==> config.mk <==
export PLATFORM = sky130hd
export DESIGN_NAME = module_display_scan_ctrl
export DESIGN_NICKNAME = d
export VERILOG_FILES = /design/src/rtl/display_pkg.sv /design/src/rtl/module_scan_timer.sv /design/src/rtl/module_display_scan_ctrl.sv
export SDC_FILE = /design/constraint.sdc
export NUM_CORES = 1
export LEC_CHECK = 0
export BUFFER_PORTS_ARGS = -buffer_cell sky130_fd_sc_hd__buf_4
export CAP_MARGIN = 20
export CORE_MARGIN = 2
export CORE_UTILIZATION = 49
export DETAILED_ROUTE_END_ITERATION = 7
export HOLD_SLACK_MARGIN = 0.15
export PLACE_DENSITY = 0.69
export SYNTH_ARGS = -nofsm -noshare
export SYNTH_HDL_FRONTEND = slang
export SYNTH_SLANG_ARGS = --single-unit
==> constraint.sdc <==
create_clock -name clk -period 4.2 [get_ports clk]
set_clock_uncertainty 0.1 [all_clocks]
set_input_delay 0.21 -clock clk [delete_from_list [all_inputs] [get_ports clk]]
set_output_delay 0.21 -clock clk [all_outputs]
set_load 0.05 [all_outputs]
==> src/rtl/display_pkg.sv <==
// Shared types and constants for the multiplexed 7-segment scan controller.
package display_pkg;

    localparam logic [3:0] BCD_MAX = 4'd9;

    typedef logic [3:0] bcd_t;

    typedef enum logic {
        GUARD = 1'b0,
        DRIVE = 1'b1
    } scan_state_e;

endpackage

==> src/rtl/module_scan_timer.sv <==
// Slot counter and digit index for the display scan; provides look-ahead strobes
// so the controller can register its outputs in step with the counter.
module module_scan_timer #(
    parameter  int N_DIGITS    = 4,
    parameter  int REFRESH_DIV = 27000,
    parameter  int GUARD_CYC   = 270,
    localparam int CW          = $clog2(REFRESH_DIV),
    localparam int IW          = $clog2(N_DIGITS)
) (
    input  logic          clk,
    input  logic          rst,
    output logic [IW-1:0] digit_idx_o,
    output logic [IW-1:0] idx_next_o,
    output logic          drive_next_o,
    output logic          slot_end_o,
    output logic          frame_end_o
);

    localparam logic [CW-1:0] CNT_MAX = CW'(REFRESH_DIV - 1);
    localparam logic [CW-1:0] GUARD_W = CW'(GUARD_CYC);
    localparam logic [IW-1:0] IDX_MAX = IW'(N_DIGITS - 1);

    logic [CW-1:0] cnt_q, cnt_d;
    logic [IW-1:0] idx_q, idx_d;
    logic          slot_end;

    always_comb begin
        slot_end = (cnt_q == CNT_MAX);
        cnt_d    = slot_end ? '0 : cnt_q + 1'b1;
        idx_d    = idx_q;
        if (slot_end) begin
            idx_d = (idx_q == IDX_MAX) ? '0 : idx_q + 1'b1;
        end
    end

    always_ff @(posedge clk or posedge rst) begin
        if (rst) begin
            cnt_q <= '0;
            idx_q <= '0;
        end else begin
            cnt_q <= cnt_d;
            idx_q <= idx_d;
        end
    end

    // Strobes describe the cycle after the coming edge.
    assign digit_idx_o  = idx_q;
    assign idx_next_o   = idx_d;
    assign drive_next_o = (cnt_d >= GUARD_W);
    assign slot_end_o   = slot_end;
    assign frame_end_o  = slot_end && (idx_q == IDX_MAX);

endmodule

==> src/rtl/module_display_scan_ctrl.sv <==
// Multiplexes one BCD decoder over N_DIGITS common-anode digits with guard slots,
// leading-zero blanking and frame-aligned value updates through a ready/load handshake.
module module_display_scan_ctrl
    import display_pkg::*;
#(
    parameter  int N_DIGITS    = 4,
    parameter  int REFRESH_DIV = 27000,
    parameter  int GUARD_CYC   = 270,
    localparam int IW          = $clog2(N_DIGITS)
) (
    input  logic                  clk,
    input  logic                  rst,
    input  logic [4*N_DIGITS-1:0] bcd_in,
    input  logic                  load,
    input  logic                  blank_lz,
    output logic                  ready,
    output logic [3:0]            w,
    output logic [N_DIGITS-1:0]   an,
    output logic [IW-1:0]         digit_idx
);

    // Handshake: a load is accepted in any cycle where load && ready; ready is low
    // only while a captured value waits for the next frame boundary.

    logic [IW-1:0] idx_next;
    logic          drive_next;
    logic          slot_end;
    logic          frame_end;

    module_scan_timer #(
        .N_DIGITS   (N_DIGITS),
        .REFRESH_DIV(REFRESH_DIV),
        .GUARD_CYC  (GUARD_CYC)
    ) u_timer (
        .clk         (clk),
        .rst         (rst),
        .digit_idx_o (digit_idx),
        .idx_next_o  (idx_next),
        .drive_next_o(drive_next),
        .slot_end_o  (slot_end),
        .frame_end_o (frame_end)
    );

    function automatic bcd_t digit_at(input logic [4*N_DIGITS-1:0] val,
                                      input logic [IW-1:0] idx);
        bcd_t code;
        code = '0;
        for (int j = 0; j < N_DIGITS; j++) begin
            if (IW'(j) == idx) code = val[j*4 +: 4];
        end
        return code;
    endfunction

    function automatic logic digit_off(input logic [4*N_DIGITS-1:0] val,
                                       input logic [IW-1:0] idx,
                                       input logic blz);
        logic upper_zero;
        upper_zero = 1'b1;
        for (int j = 0; j < N_DIGITS; j++) begin
            if ((IW'(j) >= idx) && (val[j*4 +: 4] != 4'd0)) upper_zero = 1'b0;
        end
        return (digit_at(val, idx) > BCD_MAX) || (blz && (idx != '0) && upper_zero);
    endfunction

    scan_state_e                state_q;
    logic [4*N_DIGITS-1:0]      disp_q, disp_d;
    logic [4*N_DIGITS-1:0]      pend_buf_q, pend_buf_d;
    logic                       pend_q, pend_d;
    bcd_t                       w_q, w_d;
    logic [N_DIGITS-1:0]        an_q, an_drive;

    always_comb begin
        disp_d     = disp_q;
        pend_buf_d = pend_buf_q;
        pend_d     = pend_q;
        if (frame_end) begin
            if (pend_q) begin
                disp_d = pend_buf_q;
                pend_d = 1'b0;
            end else if (load) begin
                disp_d = bcd_in;
            end
        end else if (load && !pend_q) begin
            pend_buf_d = bcd_in;
            pend_d     = 1'b1;
        end
    end

    // disp_d is used so the first slot of a new frame already shows the new value.
    always_comb begin
        w_d = w_q;
        if (slot_end) w_d = digit_at(disp_d, idx_next);
        an_drive = '1;
        if (!digit_off(disp_d, idx_next, blank_lz)) an_drive[idx_next] = 1'b0;
    end

    always_ff @(posedge clk or posedge rst) begin
        if (rst) begin
            state_q    <= GUARD;
            an_q       <= '1;
            w_q        <= '0;
            disp_q     <= '0;
            pend_buf_q <= '0;
            pend_q     <= 1'b0;
        end else begin
            disp_q     <= disp_d;
            pend_buf_q <= pend_buf_d;
            pend_q     <= pend_d;
            w_q        <= w_d;
            case (state_q)
                GUARD: begin
                    if (drive_next) begin
                        state_q <= DRIVE;
                        an_q    <= an_drive;
                    end else begin
                        an_q    <= '1;
                    end
                end
                DRIVE: begin
                    if (!drive_next) begin
                        state_q <= GUARD;
                        an_q    <= '1;
                    end else begin
                        an_q    <= an_drive;
                    end
                end
                default: begin
                    state_q <= GUARD;
                    an_q    <= '1;
                end
            endcase
        end
    end

    assign ready = ~pend_q;
    assign w     = w_q;
    assign an    = an_q;

endmodule

==> results.yml <==
outcome:
  status: "complete, no violations"
logic_synthesis:
  syn_area_um2: 3010
  synth_mux_area_share_pct: 6.99
  synthAdderAreaFrac_pct: 1.25
  synth-xor-area-share_pct: 3.50
  synth_compound_area_share_pct: 14.7
  synth_seq_cells: 58
  seq_area_frac_synth_pct: 48.5
  synth_edf_count: 0
  async_flop_share_pct: 100
  synth_top_family_by_area: "simple AND/OR/NAND/NOR gates"
  syn-instance-count: 315
  yosys.area_share.simple_pct: 21.3
  ys_types: 48
  synth_ff_type: "dfrtp_1"
  syn_avg_cell_area_um2: 9.54
  ys_warn_count: 0
  synth_fp_nets: 338
final_layout:
  drive_above_1_share_pct: 21.2
  final_cell_mix: "dfrtp_1 (54), nor2_1 (37), buf_4 (35), nand2_1 (32), nand3_1 (20)"
  fill_cells: 488
  fin_nets: 382
  register_area_um2: 1460
  final_common_cell: "dfrtp_1"
  multi_input_area_um2: 1430
  post-route-util_pct: 62.2
  n_antenna_cell: 0
  area_growth_pct: 22.4
  final_cells: 439
floorplanning:
  die_y_um: 82.3
  chipWidth_um: 82.3
  io-pin-count: 31
  dieArea_um2: 6780
  core-area_um2: 5920
  num_rows: 28
  initial_core_util_pct: 50.8
placed_design:
  hpwl_um: 4980
  io_buffers: 30
  post-place-ws_ns: 0.732
  dpl.cell_count: 405
  place_congestion: 0.880
global_route:
  grt_max_degree: 35
  grt_util_all_layers_pct: 23.0
  gr-total-overflow: 0
  antenna_found_initial: 0
  grt_pass1_wl_um: 11500
  grt_pass1_vias: 2472
sta:
  grt_setup_unrepaired: "no"
  post-route-period-util_pct: 83.8
  tightest_slew_ns: 0.947
  setup_viol: 0
  fin_ws_ns: 0.679
  slew_violations: 0
  relSlewSlack_pct: 36.8
  tns_ns: 0
  hold_viol: 0
  layout_min_cycle_time_ns: 3.52
  timing.fmax_mhz: 284
critical_path:
  crit_slowest_cell: "nor4_4"
  timing_worst_setup_path_type: "reg2reg"
  worstPathArrival_ns: 3.65
  r2r_start: "u_timer.cnt_q[0]"
  critical_path_required_ns: 4.33
  start_kind: "register"
  critPathLaunch: "u_timer.cnt_q[0]"
  crit_fanout: 12
  cp_cell_sequence: "ha_1 > nand4_1 > nor4_4 > mux2i_1 > a311oi_1 > nor4_2 > nand4_1 > a22oi_2 > nand4_1"
  cpMostUsedCell: "nand4_1"
  crit_path_end_kind: "register"
  cpPeakStageDelay_ns: 0.67
routing:
  drtAntennaViolNets: 0
  wire_per_inst_um: 16.2
  vias: 2530
  first_iter_violations: 103
  drt-vias-per-instance: 5.76
  dr.pass1.iters: 4
  wirelength_um: 7100
  drc_errors: 0
pwr:
  ir_drop_v: 0.000238
  power.density_nw_per_um2: 337
  power.leakage_nw: 1.56
clocking:
  htree_levels: 3
  numCtsBuffers: 9
  ctsLongestPathBuffers: 2
  tritoncts: "done"
  root_buffer: "clkbuf_8"
  cts_num_sinks: 58
  cts.repair.resized: 0
  clk_pin_slew_ns: 0.07
  clkLatencyLatePin_ns: 0.35
flow_run:
  cap_viol_max_count: 0
hold_path:
  min_path_type: "in2reg"
  min_from: "load"
final cells by class:
| class | count | area share [%] |
|---|---|---|
| clock buffers | 15 | 5.07 |
| clock inverters | 1 | 0.816 |
| inverters | 10 | 1.02 |
| multi-input cells | 227 | 38.9 |
| flip-flops and latches | 58 | 39.6 |
| well taps | 75 | 2.55 |
| repair buffers | 53 | 12.0 |
worst paths after layout:
kind	end	cells past startpoint	slack (ns)
max	an[1]	9	0.68
min reg2reg	disp_q[1]	2	0.38
min in group asynchronous	u_timer.cnt_q[1]	3	0.36
min	disp_q[8]	4	0.24
max in group asynchronous	pend_buf_q[15]	4	2.80
max reg2reg	an[1]	9	0.68
cell usage after synthesis (2+ instances only):
library cell  count  area, um^2
buf_2             3        15.0
o22a_1            2        17.5
nand4bb_1         2        22.5
o22ai_1           7        43.8
nor4_2            2        25.0
nand2_1          32         120
dfstp_2           4         105
a22o_1            2        17.5
a32oi_1           4        35.0
nand3b_1          2        15.0
nor3b_1           2        15.0
mux2_2           16         180
dfrtp_1          54        1350
inv_1             9        33.8
xnor2_1           6        52.6
clkbuf_1         17        63.8
o21ai_1           4        20.0
a211oi_1          3        22.5
a22oi_1           5        37.5
o21ai_0          13        65.1
nor2_1           37         139
nand3_1          20         100
mux2i_1           3        30.0
o211ai_1          3        22.5
and2_1            2        12.5
nand2b_1          2        12.5
a31oi_1           3        18.8
nor3_1            5        25.0
a21oi_1          14        70.1
nand4_1           6        37.5
ha_1              3        37.5
xor2_1            6        52.6
nor4_1            6        37.5
or4_1             2        15.0
power breakdown:
| part | internal, W | switching, W | total [W] |
|---|---|---|---|
| combinational | 0.0000501 | 0.0000372 | 0.0000873 |
| clock | 0.000339 | 0.000217 | 0.000557 |
| sequential | 0.000582 | 0.0000139 | 0.000596 |
| total | 0.000972 | 0.000269 | 0.00124 |
routing by layer:
layer | vias to the layer above | GRT usage, % | routed length, um
met2 | 68 | 36.8 | 3480
met4 | 0 | 8.67 | 123
li1 | 1231 | - | -
met5 | - | 0 | 0
met1 | 1219 | 29.0 | 3190
met3 | 12 | 7.39 | 311
worst max-delay path: cells and delay by family (launching register included):
family                   cells  cell delay, ns
AO/OA/AOI/OAI                2            0.37
adder cells (fa/ha/maj)      1            0.33
flip-flops                   1            0.45
multiplexers                 1            0.62
AND/OR/NAND/NOR              5            1.55
logic make-up (layout without fill, tap and decap cells):
group / Yosys count / after routing
fa+ha+maj: 3 / 3
flops: 58 / 58
simple gates: 126 / 126
xor+xnor: 12 / 12
compound gates: 67 / 67
mux: 19 / 19
buf+inv: 30 / 79
through the flow:
step                      power, W  hold WS (ns)  cell area [um^2]
after detailed placement  0.000681         0.186              3280
after floorplan           0.000649         0.227              3010
after global routing       0.00129         0.258              3680
final                      0.00124         0.238              3680
after CTS                  0.00125         0.229              3680
after global placement    0.000678         0.186              3280
registers in the layout, summed over array words and instances, names as in the netlist:
register             flops
u_timer.cnt_q           15
an                       4
pend_buf_q              16
w                        4
u_timer.digit_idx_o      2
pend_q                   1
disp_q                  16
repair_timing:
item | 4_1_cts | 5_1_grt
setup buffers | 0 | 0
endpoints found under the hold margin | 43 | 0
endpoints found under the setup margin | 0 | 0
hold buffers | 18 | 0
(Power assumes the default switching activity.)
